$ cat src/rtl/d_ff_pkg.sv
// rtl/d_ff_pkg.sv - shared helpers for the d_ff delay line: width derivation and tap clamping
package d_ff_pkg;

    // Bits needed to hold the values 0..n (never less than one bit).
    function automatic int count_width(input int n);
        if (n < 1) begin
            return 1;
        end
        return $clog2(n + 1);
    endfunction

    // Maps a raw tap request onto the legal delay range 1..depth.
    function automatic int clamp_tap(input int tap, input int depth);
        if (tap < 1) begin
            return 1;
        end
        if (tap > depth) begin
            return depth;
        end
        return tap;
    endfunction

endpackage

$ cat src/rtl/d_ff_stage.sv
// rtl/d_ff_stage.sv - one delay-line stage: data plus valid flag with reset, clear and enable
module d_ff_stage #(
    parameter int               WIDTH       = 8,
    parameter logic [WIDTH-1:0] RESET_VALUE = '0
) (
    input  logic             clk,
    input  logic             rst,
    input  logic             clr,
    input  logic             en,
    input  logic [WIDTH-1:0] d_value,
    input  logic             d_valid,
    output logic [WIDTH-1:0] q_value,
    output logic             q_valid
);

    // Async reset beats sync clear, which beats the shift enable; otherwise hold.
    always_ff @(posedge clk or posedge rst) begin
        if (rst) begin
            q_value <= RESET_VALUE;
            q_valid <= 1'b0;
        end else if (clr) begin
            q_value <= RESET_VALUE;
            q_valid <= 1'b0;
        end else if (en) begin
            q_value <= d_value;
            q_valid <= d_valid;
        end
    end

endmodule

$ cat src/rtl/d_ff_delay_line.sv
// rtl/d_ff_delay_line.sv - stallable delay line with runtime tap select, fill count and primed flag
module d_ff_delay_line
    import d_ff_pkg::*;
#(
    parameter int               WIDTH       = 8,
    parameter int               DEPTH       = 4,
    parameter logic [WIDTH-1:0] RESET_VALUE = '0,
    parameter int               TAP_W       = count_width(DEPTH),
    parameter int               FILL_W      = count_width(DEPTH)
) (
    input  logic              i_gated_clock,
    input  logic              i_reset_async,
    input  logic              i_reset_sync,
    input  logic              i_enable,
    input  logic              i_valid,
    input  logic [WIDTH-1:0]  i_value,
    input  logic [TAP_W-1:0]  i_tap,
    output logic [WIDTH-1:0]  o_value,
    output logic              o_valid,
    output logic [FILL_W-1:0] o_fill,
    output logic              o_primed
);

    logic [WIDTH-1:0]  stage_data  [DEPTH];
    logic              stage_valid [DEPTH];
    logic [FILL_W-1:0] shift_count;
    logic [FILL_W-1:0] count_next;
    logic [FILL_W-1:0] fill_next;
    logic              primed_next;
    int                fill_sum;
    int                tap_eff;

    for (genvar k = 0; k < DEPTH; k++) begin : g_stage
        logic [WIDTH-1:0] d_value;
        logic             d_valid;

        if (k == 0) begin : g_head
            assign d_value = i_value;
            assign d_valid = i_valid;
        end else begin : g_body
            assign d_value = stage_data[k-1];
            assign d_valid = stage_valid[k-1];
        end

        d_ff_stage #(
            .WIDTH       (WIDTH),
            .RESET_VALUE (RESET_VALUE)
        ) u_stage (
            .clk     (i_gated_clock),
            .rst     (i_reset_async),
            .clr     (i_reset_sync),
            .en      (i_enable),
            .d_value (d_value),
            .d_valid (d_valid),
            .q_value (stage_data[k]),
            .q_valid (stage_valid[k])
        );
    end

    // Tap mux reads registers only, so the input never reaches the output combinationally.
    always_comb begin
        tap_eff = clamp_tap(int'(i_tap), DEPTH);
        o_value = stage_data[0];
        o_valid = stage_valid[0];
        for (int k = 0; k < DEPTH; k++) begin
            if (k == tap_eff - 1) begin
                o_value = stage_data[k];
                o_valid = stage_valid[k];
            end
        end
    end

    // Next fill level: one in from the head, one out from the last stage, bounded to 0..DEPTH.
    always_comb begin
        fill_sum = int'(o_fill);
        if (i_valid) begin
            fill_sum = fill_sum + 1;
        end
        if (stage_valid[DEPTH-1]) begin
            fill_sum = fill_sum - 1;
        end
        if (fill_sum < 0) begin
            fill_sum = 0;
        end else if (fill_sum > DEPTH) begin
            fill_sum = DEPTH;
        end
        fill_next = FILL_W'(fill_sum);
    end

    // Saturating shift counter; primed once it has seen DEPTH enabled shifts.
    always_comb begin
        count_next = shift_count;
        if (shift_count != FILL_W'(DEPTH)) begin
            count_next = shift_count + 1'b1;
        end
        primed_next = (count_next == FILL_W'(DEPTH));
    end

    // Status registers follow the same reset/clear/enable priority as the stages.
    always_ff @(posedge i_gated_clock or posedge i_reset_async) begin
        if (i_reset_async) begin
            o_fill      <= '0;
            shift_count <= '0;
            o_primed    <= 1'b0;
        end else if (i_reset_sync) begin
            o_fill      <= '0;
            shift_count <= '0;
            o_primed    <= 1'b0;
        end else if (i_enable) begin
            o_fill      <= fill_next;
            shift_count <= count_next;
            o_primed    <= primed_next;
        end
    end

endmodule

$ cat config.mk
export PLATFORM = sky130hd
export DESIGN_NAME = d_ff_delay_line
export DESIGN_NICKNAME = d
export VERILOG_FILES = /design/src/rtl/d_ff_pkg.sv /design/src/rtl/d_ff_stage.sv /design/src/rtl/d_ff_delay_line.sv
export SDC_FILE = /design/constraint.sdc
export NUM_CORES = 1
export LEC_CHECK = 0
export ABC_AREA = 1
export ABC_CLOCK_PERIOD_IN_PS = 3650
export CORE_UTILIZATION = 46
export CTS_CLUSTER_SIZE = 12
export DETAILED_ROUTE_END_ITERATION = 8
export GPL_TIMING_DRIVEN = 0
export PLACE_DENSITY = 0.68
export SYNTH_ARGS = -nofsm -noshare
export SYNTH_HDL_FRONTEND = slang
export SYNTH_HIERARCHICAL = 1
export SYNTH_SLANG_ARGS = --single-unit
$ cat constraint.sdc
create_clock -name i_gated_clock -period 3.65 [get_ports i_gated_clock]
set_input_delay 0.5475 -clock i_gated_clock [delete_from_list [all_inputs] [get_ports i_gated_clock]]
set_output_delay 0.5475 -clock i_gated_clock [all_outputs]
set_load 0.02 [all_outputs]
-- Word level (Yosys, flattened, before mapping)
Index checks and enable logic that the tools add are counted.
- muxes and demuxes: 40
- equality and inequality tests: 5
- reductions and logical operators: 1
- $lt $le $gt $ge: 4
- $add $sub $neg: 4
- operators with widths (kind ; count):
    $mux W32 ; 4
    $mux W8 ; 11
    $eq A3 B32 Y1 const A ; 2
    $sub A32 B2 Y32 const B ; 2
    $eq A2 B32 Y1 const A ; 1
    $gt A32 B4 Y1 const B ; 1
    $lt A32 B1 Y1 const B ; 1
    $mux W3 ; 7
    $mux W1 ; 17
    $add A3 B1 Y4 const B ; 1
    $mux W4 ; 1
    $add A3 B1 Y3 const B ; 1
    $eq A3 B3 Y1 const B ; 1
    $gt A3 B3 Y1 const B ; 1
    $lt A3 B1 Y1 const B ; 1
    $ne A3 B3 Y1 const B ; 1
    $reduce_bool A2 Y1 ; 1
- word-level logic and storage cells: 65
- flip-flop bits (word level): 43
- output and inout port bits: 13

-- Depth between registers and ports, before layout
- word-level depth: 10
- gate-level depth with buffers: 13
- depth with buffers taken out: 13

-- Cells and area by module
Netlist, hierarchy kept.
- modules (own cells, without submodules) (module ; seq. area each (µm²) ; area an instance (µm²) ; instances ; cells an instance):
    d_ff_stage ; 225.2 ; 376.6 ; 4 ; 40
    d_ff_delay_line ; 175.2 ; 974.7 ; 1 ; 162

-- Worst setup path before layout
No wires, ideal clock.
- path kind: input to output
- start: input port i_tap[2]
- end: output port o_valid
- slack: 1253 ps
- required time: 3102 ps
- stages on the path: 7
- buffers on the path: 2
- data arrival time: 1849 ps
- path through: clkbuf_1 -> ha_1 -> nand4_4 -> nor2_4 -> buf_6 -> o211ai_1 -> a31oi_1
- word-level cells in the longest chain between the ends: 10
- elaborated cells on any way between the ends: 16
- classes of those cells: add/sub: 1; order compare: 2; eq/ne: 3; mux: 10
- ends and longest elaborated chain (element ; RTL line ; text):
    from (decl) ; d_ff_delay_line.sv:17 ; input logic [TAP_W-1:0] i_tap,
    $lt A3 B1 Y1 or $gt A3 B3 Y1 (tied branches) ; d_ff_pkg.sv:14, d_ff_pkg.sv:17 ;
    $mux W1, on equally long branches ; d_ff_pkg.sv:14, d_ff_pkg.sv:17 ;
    $mux W32 or $mux W1 (tied branches) ; d_ff_pkg.sv:17 ; if (tap > depth) begin
    $mux W32 ; d_ff_pkg.sv:20 ; return tap;
    $mux W32 * ; d_ff_pkg.sv:17 ;
    $sub A32 B2 Y32 * ; d_ff_delay_line.sv:66 ; if (k == tap_eff - 1) begin
    $eq A2 B32 Y1 ; d_ff_delay_line.sv:66 ;
    $mux W1 (2 in a row) ; d_ff_delay_line.sv:66 ;
    $mux W1 * ; d_ff_delay_line.sv:66 ;
    to (decl) ; d_ff_delay_line.sv:19 ; output logic o_valid,
Mark *: on every way between the ends. The rest lies on a longest branch, timed or not. The select of a mux whose other input is x is not followed.

-- Final worst setup path
- start: input port i_tap[2]
- end: output port o_value[1]
- word-level cells in the longest chain between the ends: 10
- elaborated cells on any way between the ends: 16
- classes of those cells: add/sub: 1; order compare: 2; eq/ne: 3; mux: 10
- ends and longest elaborated chain (element ; RTL line ; text):
    $lt A3 B1 Y1 or $gt A3 B3 Y1 (tied branches) ; d_ff_pkg.sv:14, d_ff_pkg.sv:17 ;
    $mux W1, on equally long branches ; d_ff_pkg.sv:14, d_ff_pkg.sv:17 ;
    $mux W32 or $mux W1 (tied branches) ; d_ff_pkg.sv:17 ;
    $mux W32 ; d_ff_pkg.sv:20 ;
    $mux W32 * ; d_ff_pkg.sv:17 ;
    $sub A32 B2 Y32 * ; d_ff_delay_line.sv:66 ;
    $eq A2 B32 Y1 ; d_ff_delay_line.sv:66 ;
    $mux W8 (2 in a row) ; d_ff_delay_line.sv:66 ;
    $mux W8 * ; d_ff_delay_line.sv:66 ;
    to (decl) ; d_ff_delay_line.sv:18 ; output logic [WIDTH-1:0] o_value,
Marks and branches as above.

==> flow_summary.toml <==
[sta]
final.min_clock_period_ps = 3410
slew_headroom_pct = 28.3
slew_violations = 0
worst_slew_pin_slew_ps = 1070
period_share_pct = 93.5
rsz0062_at_grt = "false"
tns_ps = 0
hold_violations = 0
fmax_ghz = 0.293
fin_skew_ps = 1.72
final-setup-viol-count = 0

[setup_path]
cp.depth = 9
critPathArrivalTime_ps = 2860
worstSetupPathType = "input port to output port"
cp-end-kind = "output port"
cp.required_ps = 3100
reg2regPathDepth = 13
cp_slowest_cell = "clkdlybuf4s50_1"
worst-path-buf-inv = 4
path_max_fanout = 10
critPathTopFamily = "buffers and inverters"
critPathMaxStageDelay_ps = 620
crit_top_cell = "clkdlybuf4s50_1"
critPathLaunchType = "input port"
crit_chain = "clkdlybuf4s50_1 > inv_2 > ha_1 > nand4_4 > nor2_4 > buf_6 > o211ai_1 > a31oi_1 > clkdlybuf4s50_1"

[synthesis]
synthSimpleGateAreaFrac_pct = 37.8
synth_warnings = 6
syn_nets = 344
synth_top_family_by_area = "simple AND/OR/NAND/NOR gates"
synth_mux_area_share_pct = 0
synth_area_per_cell_sq_um = 7.71
yosysTopAreaCellShare_pct = 43.4
ys_ff_latch = 43
syn_inst = 322
synth_xor_area_share_pct = 0.706
netlist_area_sq_um = 2480
synth-seq-area-share_pct = 43.4
synth_compound_area_share_pct = 6.61
ys_types = 24
yosys.area.top_type = "dfrtp_1"
synth_area_leaders = "dfrtp_1 43%, nand2_1 19%, nand3_1 8.7%"
yosys.area_share.adder_pct = 3.03

[global_route]
grt_overflow_total = 0
antenna_found_initial = 0
grt_pass1_vias = 1823
grt_max_degree = 14
grt_pass1_wl_um = 8390
grt_usage_pct = 19.6

[min_path]
whs_path_depth = 2
hp-class = "register to register"

[die]
design.core.area_sq_um = 5140
start_util_pct = 48.3
die_w_um = 75.4
io-pin-count = 29
dieHeight_um = 75.4
dieArea_sq_um = 5690
rows = 26

[detailed_routing]
vias_per_cell = 4.69
post_drt_wl_per_cell_um = 11.2
drt_wl_total_um = 4810
drt_iter0_drc = 114
drc = 0
first_pass_iters = 4
via_count = 2006
ant_nets = 0

[placement]
detailed_place_hpwl_um = 3850
place_congestion = 0.875
place_area_sq_um = 2850
io_buffer_count = 28

[finish]
antenna_cells = 0
layout_common_cells = "127 x nand2_1, 43 x nand3_1, 43 x dfrtp_1"
drive_gt1_share_pct = 10.3
final_core_util_pct = 57.2
fin_area_sq_um = 2940
fin_nets = 379
area_growth_pct = 18.5
layout_commonest_cell = "nand2_1"

[clock_tree]
cts_buffers = 5
postCtsSetupBuffers = 0
clkTransAtPathRegs_ps = 80
cts_tree = "done"
root_buffer = "clkbuf_8"
cts_sinks = 43
cts.hold.buffers_added = 0
htreeDepth = 2
clock_path_buffers = 2
clk_latency_ps = 290

[run_status]
status = "finished clean"

[power_and_ir_drop]
p_total_mw = 1.06
peakVddDrop_mv = 0.203
power_density_nw_per_um2 = 359
p_leak_nw = 1.55

[flow_run]
maxCapViolations = 0
[cells in the mapped netlist]
cell,instances
o22ai_1,2
xnor2_1,1
clkbuf_1,1
buf_6,6
nand3_2,1
inv_2,7
nor2_8,4
o21ai_2,1
a21oi_2,1
nand2_1,127
nand4_4,1
o211ai_1,9
xor2_1,1
inv_1,29
buf_2,1
nor2_4,2
nand2_2,6
a31oi_1,9
nand3_1,43
nand4_1,1
dfrtp_1,43
ha_1,6
nor2_1,18
o21ai_0,2
[area by class of cell]
| class | count | area (sq um) |
|---|---|---|
| flip-flops and latches | 43 | 1080 |
| multi-input cells | 235 | 1190 |
| clock buffers | 6 | 72.6 |
| well taps | 70 | 87.6 |
| repair buffers | 28 | 285 |
| fillers | 499 | 2200 |
| inverters | 36 | 135 |
| plain buffers | 8 | 76.3 |
| clock inverters | 2 | 12.5 |
[what timing repair did]
action,CTS,global route
endpoints found under the hold margin,0,0
gates resized for setup,0,2
endpoints found under the setup margin,0,2
[per-layer routing]
metal | wire length, um | GRT usage (%) | vias to the layer above
met5 | 0 | 0 | -
met4 | 70 | 7.00 | 0
met3 | 222 | 4.37 | 6
met2 | 2030 | 29.6 | 37
met1 | 2480 | 27.7 | 859
li1 | - | - | 1104
[report_power, final]
part	total, mW	switching, mW	internal [mW]
combinational	0.240	0.139	0.101
clock	0.295	0.161	0.134
sequential	0.520	0.0206	0.500
total	1.06	0.321	0.734
[logic make-up (layout without fill, tap and decap cells)]
group	after synthesis	count (layout)
xor gates and xnor gates	2	2
adders and majority gates	6	6
DFF	43	43
and+or+nand+nor	203	203
AOI/OAI and AO/OA	24	24
buffers and inverters	44	80
[worst min-delay path: cells and delay by family, from the launching register on]
family,cells,cell delay (ps)
flops,1,360
simple gates,2,90
[worst paths after layout]
kind | startpoint | to | slack [ps]
worst max register to register | o_fill[0] | o_fill[0] | 1660
min in group asynchronous | i_reset_async | shift_count[2] | 670
worst min-delay path | g_stage[3].u_stage/q_value[5] | g_stage[3].u_stage/q_value[5] | 480
max in group asynchronous | i_reset_async | g_stage[0].u_stage/q_value[6] | 2710
worst min register to register | g_stage[3].u_stage/q_value[5] | g_stage[3].u_stage/q_value[5] | 480
worst max-delay path | i_tap[2] | o_value[1] | 240
[per-stage QoR]
step / setup slack (ps) / std cells / hold slack [ps]
after floorplan: 1250 / 322 / 351
after global placement: 228 / 420 / 462
after detailed placement: 203 / 420 / 468
after CTS: 201 / 428 / 486
after global routing: 16.4 / 428 / 502
final: 238 / 428 / 483
[registers in the layout, summed over array words and instances (netlist names)]
| name | count |
|---|---|
| o_fill | 3 |
| g_stage.u_stage/q_value | 32 |
| g_stage.u_stage/q_valid | 4 |
| shift_count | 3 |
| o_primed | 1 |
(Power assumes the default switching activity.)
